File: config.mk
export PLATFORM = sky130hd
export DESIGN_NAME = uart_rx_fsm
export DESIGN_NICKNAME = d
export VERILOG_FILES = /design/src/rtl/uart_rx_pkg.sv /design/src/rtl/uart_rx_edge_bit_cnt.sv /design/src/rtl/uart_rx_fsm.sv
export SDC_FILE = /design/constraint.sdc
export NUM_CORES = 1
export LEC_CHECK = 0
export CORE_MARGIN = 8
export CORE_UTILIZATION = 57
export DETAILED_ROUTE_END_ITERATION = 8
export GPL_ROUTABILITY_DRIVEN = 0
export MAX_ROUTING_LAYER = met4
export PLACE_DENSITY = 0.86
export SLEW_MARGIN = 25
export SYNTH_ARGS = -nofsm -noshare
export SYNTH_HDL_FRONTEND = slang
export SYNTH_SLANG_ARGS = --single-unit
File: constraint.sdc
create_clock -name CLK -period 3.9 [get_ports CLK]
set_input_delay 0.39 -clock CLK [delete_from_list [all_inputs] [get_ports CLK]]
set_output_delay 0.39 -clock CLK [all_outputs]
set_load 0.005 [all_outputs]
File: src/rtl/uart_rx_pkg.sv
// Shared types and constants for the UART receiver control path.
package uart_rx_pkg;

    typedef enum logic [2:0] {
        IDLE,
        START,
        DATA,
        PARITY,
        STOP
    } state_t;

    // Default number of data bits per frame
    localparam int DEF_DATA_WIDTH = 8;

    // Offset above mid-bit at which the majority-of-3 sample is final
    localparam int CHK_OFS = 2;

    // Supported oversampling ratios
    localparam int PRESCALE_X8  = 8;
    localparam int PRESCALE_X16 = 16;
    localparam int PRESCALE_X32 = 32;

    function automatic logic prescale_legal(input int p);
        return (p == PRESCALE_X8) || (p == PRESCALE_X16) || (p == PRESCALE_X32);
    endfunction

endpackage

File: src/rtl/uart_rx_edge_bit_cnt.sv
// Oversample edge counter and frame bit counter. Both hold at zero while
// cnt_en is low; the edge counter wraps at prescale-1 and bumps the bit count.
import uart_rx_pkg::*;

module uart_rx_edge_bit_cnt #(
    parameter int PRESCALE_W = 6,
    parameter int BIT_CNT_W  = 4
) (
    input  logic                  CLK,
    input  logic                  RST,
    input  logic                  cnt_en,
    input  logic [PRESCALE_W-1:0] prescale,
    output logic [PRESCALE_W-1:0] edge_cnt,
    output logic [BIT_CNT_W-1:0]  bit_cnt
);

    // Count oversample edges within a bit and bits within a frame
    always_ff @(posedge CLK or negedge RST) begin
        if (!RST) begin
            edge_cnt <= '0;
            bit_cnt  <= '0;
        end else if (!cnt_en) begin
            edge_cnt <= '0;
            bit_cnt  <= '0;
        end else if (edge_cnt == prescale - 1'b1) begin
            edge_cnt <= '0;
            bit_cnt  <= bit_cnt + 1'b1;
        end else begin
            edge_cnt <= edge_cnt + 1'b1;
        end
    end

endmodule

File: src/rtl/uart_rx_fsm.sv
// UART receiver control FSM: start detection, per-bit checker/deserializer
// strobes, and frame-level data_valid / frame_err pulses.
// Optional: define UART_RX_ERR_CNT_EN to build the saturating errored-frame
// counter on err_cnt; otherwise err_cnt is tied to zero.
import uart_rx_pkg::*;

module uart_rx_fsm #(
    parameter int DATA_WIDTH = DEF_DATA_WIDTH,
    parameter int PRESCALE_W = 6,
    parameter int BIT_CNT_W  = 4
) (
    input  logic                  CLK,
    input  logic                  RST,
    input  logic                  rx_in,
    input  logic                  par_en,
    input  logic [PRESCALE_W-1:0] prescale,
    input  logic                  start_err,
    input  logic                  par_err,
    input  logic                  stop_err,
    output logic [PRESCALE_W-1:0] edge_cnt,
    output logic [BIT_CNT_W-1:0]  bit_cnt,
    output logic                  dat_samp_en,
    output logic                  start_chk_en,
    output logic                  deser_en,
    output logic                  par_chk_en,
    output logic                  stop_chk_en,
    output logic                  data_valid,
    output logic                  frame_err,
    output logic [7:0]            err_cnt
);

    state_t                state;
    logic [PRESCALE_W-1:0] pre_q;
    logic                  par_q;
    logic                  err_flag;

    logic [PRESCALE_W-1:0] chk;
    logic [PRESCALE_W-1:0] last;
    logic                  at_chk_m1;
    logic                  at_chk_p1;
    logic                  at_last;
    logic                  start_bad;
    logic                  glitch;
    logic                  stop_done;
    logic                  frame_ok;
    logic                  cnt_en;

    // Frame timing derived from the prescale latched at start detection
    assign chk       = (pre_q >> 1) + PRESCALE_W'(CHK_OFS);
    assign last      = pre_q - 1'b1;
    assign at_chk_m1 = (edge_cnt == chk - 1'b1);
    assign at_chk_p1 = (edge_cnt == chk + 1'b1);
    assign at_last   = (edge_cnt == last);

    // With prescale 8, CHK+1 coincides with LAST, so the checker's flag must be
    // taken straight from the port; otherwise use the copy captured at CHK+1.
    assign start_bad = at_chk_p1 ? start_err : err_flag;
    assign glitch    = (state == START) && at_last && start_bad;
    assign stop_done = (state == STOP) && at_chk_p1;
    assign frame_ok  = !stop_err && !err_flag;

    // Counters run whenever the next state is not IDLE (equals next-state != IDLE)
    always_comb begin
        cnt_en = 1'b0;
        if (state == IDLE) cnt_en = !rx_in;
        else               cnt_en = !(glitch || stop_done);
    end

    uart_rx_edge_bit_cnt #(
        .PRESCALE_W (PRESCALE_W),
        .BIT_CNT_W  (BIT_CNT_W)
    ) u_cnt (
        .CLK      (CLK),
        .RST      (RST),
        .cnt_en   (cnt_en),
        .prescale (pre_q),
        .edge_cnt (edge_cnt),
        .bit_cnt  (bit_cnt)
    );

    // State, latched frame config, error flag and registered strobes/pulses.
    // Strobes look one edge ahead so they are high exactly while edge_cnt==CHK.
    always_ff @(posedge CLK or negedge RST) begin
        if (!RST) begin
            state        <= IDLE;
            pre_q        <= '0;
            par_q        <= 1'b0;
            err_flag     <= 1'b0;
            dat_samp_en  <= 1'b0;
            start_chk_en <= 1'b0;
            deser_en     <= 1'b0;
            par_chk_en   <= 1'b0;
            stop_chk_en  <= 1'b0;
            data_valid   <= 1'b0;
            frame_err    <= 1'b0;
        end else begin
            dat_samp_en  <= cnt_en;
            start_chk_en <= (state == START)  && at_chk_m1;
            deser_en     <= (state == DATA)   && at_chk_m1;
            par_chk_en   <= (state == PARITY) && at_chk_m1;
            stop_chk_en  <= (state == STOP)   && at_chk_m1;
            data_valid   <= stop_done && frame_ok;
            frame_err    <= stop_done && !frame_ok;

            case (state)
                IDLE: begin
                    if (!rx_in) begin
                        state    <= START;
                        pre_q    <= prescale;
                        par_q    <= par_en;
                        err_flag <= 1'b0;
                    end
                end
                START: begin
                    if (at_chk_p1) err_flag <= start_err;
                    if (at_last)   state    <= start_bad ? IDLE : DATA;
                end
                DATA: begin
                    if (at_last && (bit_cnt == BIT_CNT_W'(DATA_WIDTH)))
                        state <= par_q ? PARITY : STOP;
                end
                PARITY: begin
                    if (at_chk_p1) err_flag <= par_err;
                    if (at_last)   state    <= STOP;
                end
                STOP: begin
                    // Leave early so a back-to-back start bit is caught
                    if (at_chk_p1) state <= IDLE;
                end
                default: state <= IDLE;
            endcase
        end
    end

`ifdef UART_RX_ERR_CNT_EN
    logic err_inc;
    assign err_inc = (stop_done && !frame_ok) || glitch;

    // Saturating count of errored frames and start-bit glitches
    always_ff @(posedge CLK or negedge RST) begin
        if (!RST)                          err_cnt <= 8'd0;
        else if (err_inc && err_cnt != 8'hFF) err_cnt <= err_cnt + 8'd1;
    end
`else
    assign err_cnt = 8'd0;
`endif

endmodule

# Yosys cells after proc, flatten, opt, wreduce, memory -nomap -nowiden
# Index checks and enable logic that the tools add are counted.
word_totals:
  reg_bits: 28
  inputBits: 13
  output_inout_bits: 25
  wordCells: 74
classes:
  add_sub_neg: 6
  n_eq_ne: 15
  mux: 17
  n_bitwise: 1
  n_reduce_logical: 22
op_table:
  columns: ["cell", "n"]
  rows:
  - ["6-bit equality test", 3]
  - ["3-bit 2-to-1 mux", 6]
  - ["3-bit one-hot mux with 5 select lines", 1]
  - ["6-bit by 1-bit adder with 6-bit output (second input constant)", 2]
  - ["6-bit 2-to-1 mux", 2]
  - ["2-bit != test (second input constant)", 6]
  - ["6-bit by 1-bit subtractor with 6-bit output (second input constant)", 2]
  - ["1-bit logical AND", 11]
  - ["4-bit 2-to-1 mux", 2]
  - ["5-bit by 2-bit adder with 6-bit output (second input constant)", 1]
  - ["3-bit by 2-bit equality test with 1-bit output (second input constant)", 2]
  - ["1-bit logical NOT", 5]
  - ["5-bit AND reduction", 1]
  - ["4-bit by 1-bit adder with 4-bit output (second input constant)", 1]
  - ["4-bit equality test (second input constant)", 1]
  - ["1-bit 2-to-1 mux", 4]
  - ["3-bit by 1-bit equality test with 1-bit output (second input constant)", 1]
  - ["3-bit equality test (second input constant)", 1]
  - ["3-bit logical NOT", 1]
  - ["1-bit one-hot mux with 3 select lines", 1]
  - ["3-bit AND reduction", 1]
  - ["3-bit nonzero test", 1]
  - ["2-bit 2-to-1 mux", 1]
  - ["2-bit by 1-bit != test with 1-bit output (second input constant)", 1]
  - ["3 further kinds", 3]

# Depth between registers and ports, before layout
depth:
  depth_word: 9
  mapped_depth: 9
  ltp_nobuf: 8

# Cells and area by module
# A second synthesis with hierarchy kept.
hier_totals:
  cells_unflattened: 221
  hier_area_um2: 2034.5
by_module_without_submodules:
  columns: ["module", "n_inst", "cells_each", "area_per_inst_um2"]
  rows:
  - ["uart_rx_fsm", 1, 156, 1407.6]
  - ["uart_rx_edge_bit_cnt", 1, 65, 626.9]

# Worst setup path before layout
# OpenSTA, ideal clock, no wires.
synth_path:
  kind: "register to register"
  startpoint: "register pre_q[2]"
  endpoint: "register err_flag"
  setup_ns: 0.126
  arrival_ns: 2.426
  required_time_ns: 3.774
  path_slack_ns: 1.347
  stages_incl_launch_ff: 9
  n_path_buf: 0
  period_less_slack_ns: 2.553
  path_cell_list: "dfrtp_1 inv_1 ha_1 and2_4 xnor2_1 o31a_1 nor4b_4 mux2i_1 o32a_1"
synth_between:
  elab_chain_cells: 5
  elab_cells_between_ends: 7
  cone_classes: "add/sub (2); eq/ne (2); mux (2); reduce/logical (1)"
synth_rtl:
  columns: ["item", "line", "rtl"]
  rows:
  - ["start: declaration", "uart_rx_fsm.sv:33", "logic [PRESCALE_W-1:0] pre_q;"]
  - ["start signal: assignment", "uart_rx_fsm.sv:109", "pre_q <= prescale;"]
  - ["5-bit by 2-bit adder with 6-bit output *", "uart_rx_fsm.sv:49", "assign chk = (pre_q >> 1) + PRESCALE_W'(CHK_OFS);"]
  - ["6-bit by 1-bit adder with 6-bit output *", "uart_rx_fsm.sv:52", "assign at_chk_p1 = (edge_cnt == chk + 1'b1);"]
  - ["6-bit equality test *", "uart_rx_fsm.sv:52", null]
  - ["1-bit 2-to-1 mux / 2-bit != test (equally long branches)", null, null]
  - ["1-bit one-hot mux with 3 select lines / 3-bit AND reduction (equally long branches)", null, null]
  - ["end signal: assignment", "uart_rx_fsm.sv:115", "if (at_chk_p1) err_flag <= start_err;"]
  - ["end signal: assignment", "uart_rx_fsm.sv:123", "if (at_chk_p1) err_flag <= par_err;"]
  - ["end: declaration", "uart_rx_fsm.sv:35", "logic err_flag;"]
# Mark *: on every way between the ends. The rest lies on a longest branch, timed or not.
# A chain may end at the register's enable or synchronous reset.

# Worst setup path in the final report
layout_path:
  startpoint: "register pre_q[2]"
  endpoint: "register u_cnt.bit_cnt[2]"
layout_between:
  elab_chain_cells: 9
  elab_cells_between_ends: 14
  cone_classes: "add/sub (3); eq/ne (3); mux (3); reduce/logical (5)"
layout_rtl:
  columns: ["item", "line", "rtl"]
  rows:
  - ["5-bit by 2-bit adder with 6-bit output", "uart_rx_fsm.sv:49", null]
  - ["6-bit by 1-bit adder with 6-bit output", "uart_rx_fsm.sv:52", null]
  - ["6-bit equality test", "uart_rx_fsm.sv:52", null]
  - ["1-bit 2-to-1 mux", null, null]
  - ["1-bit logical AND", "uart_rx_fsm.sv:58", "assign glitch = (state == START) && at_last && start_bad;"]
  - ["1-bit logical OR", "uart_rx_fsm.sv:66", "else cnt_en = !(glitch || stop_done);"]
  - ["1-bit logical NOT", "uart_rx_fsm.sv:66", null]
  - ["1-bit 2-to-1 mux", "uart_rx_fsm.sv:65", "if (state == IDLE) cnt_en = !rx_in;"]
  - ["2-bit != test (no line) / 4-bit 2-to-1 mux (equally long branches)", null, null]
  - ["end signal: assignment", "uart_rx_edge_bit_cnt.sv:27", "bit_cnt <= bit_cnt + 1'b1;"]
  - ["end: declaration", "uart_rx_edge_bit_cnt.sv:14", "output logic [BIT_CNT_W-1:0] bit_cnt"]
# Parallel ways exist; a longest one is shown, timed or not.

==> impl_metrics.json <==
{
  "status": "finished, final reports clean",
  "drv_slew": 0,
  "power_density_mw_per_mm2": 771,
  "fill_cells": 274,
  "crit_type": "register to register",
  "numCtsBuffers": 3,
  "multi_input_area_sq_mm": 0.00120,
  "end_kind": "register",
  "cts_resized": 0,
  "postSynth.asyncResetShare": 1.00,
  "drc": 0,
  "hpwl_mm": 3.32,
  "via_count": 1625,
  "setup_ws_ns": 0.982,
  "synth-seq-area-share": 0.341,
  "setup_tns_ns": 0,
  "routed_wirelength_mm": 4.41,
  "highest_layer": "met4",
  "holdCritPathClass": "input pin to async pin",
  "nNetsFinal": 260,
  "first_pass_iters": 4,
  "stdcell_count": 282,
  "core_area_sq_mm": 0.00355,
  "maxCapViolations": 0,
  "drt_iter0_drc": 172,
  "die-area_sq_mm": 0.00578,
  "r2r_cells": 8,
  "finalHoldViolCount": 0,
  "swShare": 0.442,
  "wl_per_cell_um": 15.6,
  "n_antenna_cell": 0,
  "route.detailed.vias_per_inst": 5.76,
  "die_w_um": 76,
  "cts_hold_buffers": 0,
  "internal_power_mw": 1.01,
  "start_kind": "register",
  "cts_tree": "done",
  "insertion_delay_ns": 0.35,
  "finalCriticalPeriod_ns": 2.92,
  "wl_met3_um": 217,
  "grt_max_degree": 29,
  "drive_above_1_share": 0.0983,
  "grt.overflow.total": 0,
  "grt_pass1_vias": 1619,
  "post-place-ws_ns": 1.05,
  "required_ns": 4.11,
  "rsz0062_at_grt": "false",
  "mappedNetlistArea_sq_mm": 0.00205,
  "ant_nets": 0,
  "port_buffers": 29,
  "synthToLayoutAreaGrowth_pct": 14.8,
  "gr-usage-all-layers": 0.158,
  "relSlewSlack": 0.490,
  "fin_crit_sh": 0.748,
  "start_util": 0.578,
  "rows": 22,
  "io_pins": 38,
  "p_leak_nw": 0.970,
  "clock_sinks": 28,
  "ys_types": 57,
  "synthFlopType": "dfrtp_1",
  "wl_met2_mm": 2.08,
  "ir_worst_vdd_mv": 0.428,
  "antenna_found_initial": 0,
  "p_comb_frac": 0.576,
  "htree_levels": 1,
  "die_y_um": 76,
  "cp.arrival_ns": 3.13,
  "synth_edf_count": 0,
  "syn_avg_cell_area_sq_um": 9.77,
  "ys_seq_elements": 28,
  "setup_viol": 0,
  "cts_setup_buffers": 0,
  "clock-skew-final_ns": 0.00406,
  "synthCells": 210,
  "drt-met1-wl_mm": 2.01,
  "placedCellCount": 278,
  "worst_slew_pin_slew_ns": 0.763,
  "power.switching_uw": 803,
  "fmax_mhz": 343,
  "cts_root_buf": "clkbuf_4",
  "seqPwrFrac": 0.314,
  "worst-path-max-fanout": 8,
  "synth_warnings": 0,
  "grt_pass1_wl_mm": 7.48,
  "clk_pin_slew_ns": 0.16,
  "finalCoreUtilization": 0.663,
  "clock_path_buffers": 2,
  "regArea_sq_um": 701,
  "clkPwrFrac": 0.110
}
-- sequential cells by signal, summed over array words and instances (netlist names) --
| name | count |
|---|---|
| dat_samp_en | 1 |
| data_valid | 1 |
| deser_en | 1 |
| err_flag | 1 |
| frame_err | 1 |
| par_chk_en | 1 |
| par_q | 1 |
| pre_q | 6 |
| start_chk_en | 1 |
| state | 3 |
| stop_chk_en | 1 |
| u_cnt.bit_cnt | 4 |
| u_cnt.edge_cnt | 6 |
-- stage by stage --
step                      area, sq um  hold slack [ns]  total power [mW]
after floorplan                  2080           0.0944              1.37
after global placement           2300            0.503              1.57
after detailed placement         2300            0.522              1.61
after CTS                        2350            0.412              1.81
after global routing             2350            0.413              1.95
final                            2350            0.390              1.82
-- cells in the mapped netlist, drive strengths merged (3+ instances only) --
cell type  number  share of area
nand2          16          0.029
mux2            4          0.022
nand2b          4          0.012
o211ai          4          0.015
nand3b          3          0.011
buf            12          0.048
o21ai           5          0.012
xor2           11          0.051
nand3           8          0.022
inv            10          0.018
clkbuf          6          0.021
nor2           13          0.025
dfrtp          28           0.34
xnor2          16          0.072
or2             3         0.0091
nor3           10          0.024
a21oi           5          0.012
ha             12          0.073
a211oi          3          0.013
-- layout by cell type (no fill, tap or decap), types with 5 or more instances in the layout --
cell	count
a21oi_1	5
clkdlybuf4s50_1	29
conb_1	8
dfrtp_1	28
ha_1	12
inv_1	10
nand2_1	16
nand3_1	7
nor2_1	12
nor3_1	10
o21ai_0	5
xnor2_1	15
xor2_1	10
-- cell families after synthesis --
| logic type | synth area share |
|---|---|
| AOI/OAI and AO/OA | 0.138 |
| xor gates and xnor gates | 0.134 |
| adders and majority gates | 0.0732 |
| buffers and inverters | 0.0872 |
| DFF | 0.341 |
| muxes | 0.0317 |
| other | 0.00183 |
| and+or+nand+nor | 0.193 |
-- layout make-up --
type	count	share of cell area
clock inverters	1	0.0128
well taps	48	0.0255
inverters	10	0.0159
repair buffers	31	0.130
flip-flops and latches	28	0.298
clock buffers	3	0.00956
multi-input cells	161	0.509
-- critical path, stage by stage, from the launching register on --
cell      delay, ns
dfrtp_1        0.51
inv_1          0.19
ha_1           0.27
and2_4         0.19
xnor2_1        0.15
o31a_1         0.34
nor4b_4        0.50
mux2i_1        0.48
a211oi_1       0.14
-- worst paths after layout --
| path | from | to | slack [ns] |
|---|---|---|---|
| worst max-delay path | pre_q[2] | u_cnt.bit_cnt[2] | 0.98 |
| worst min-delay path | RST | pre_q[5] | 0.39 |
| worst max register to register | pre_q[2] | u_cnt.bit_cnt[2] | 0.98 |
| worst min register to register | err_flag | data_valid | 0.53 |
| max in group asynchronous | RST | frame_err | 3.24 |
| min in group CLK | err_flag | data_valid | 0.53 |
-- metal layers --
metal	up-vias	track usage
met3	15	0.0330
met1	789	0.191
li1	767	-
met4	0	0.0725
met5	-	-
met2	54	0.245
-- power by group through the flow --
stage / Sequential (mW) / Clock [mW] / Combinational (mW)
after CTS: 0.566 / 0.197 / 1.05
after detailed placement: 0.573 / 0 / 1.03
final: 0.570 / 0.200 / 1.05
after global placement: 0.565 / 0 / 1.01
after global routing: 0.585 / 0.211 / 1.15
after floorplan: 0.474 / 0 / 0.900
Power figures use the tool's default switching activity.
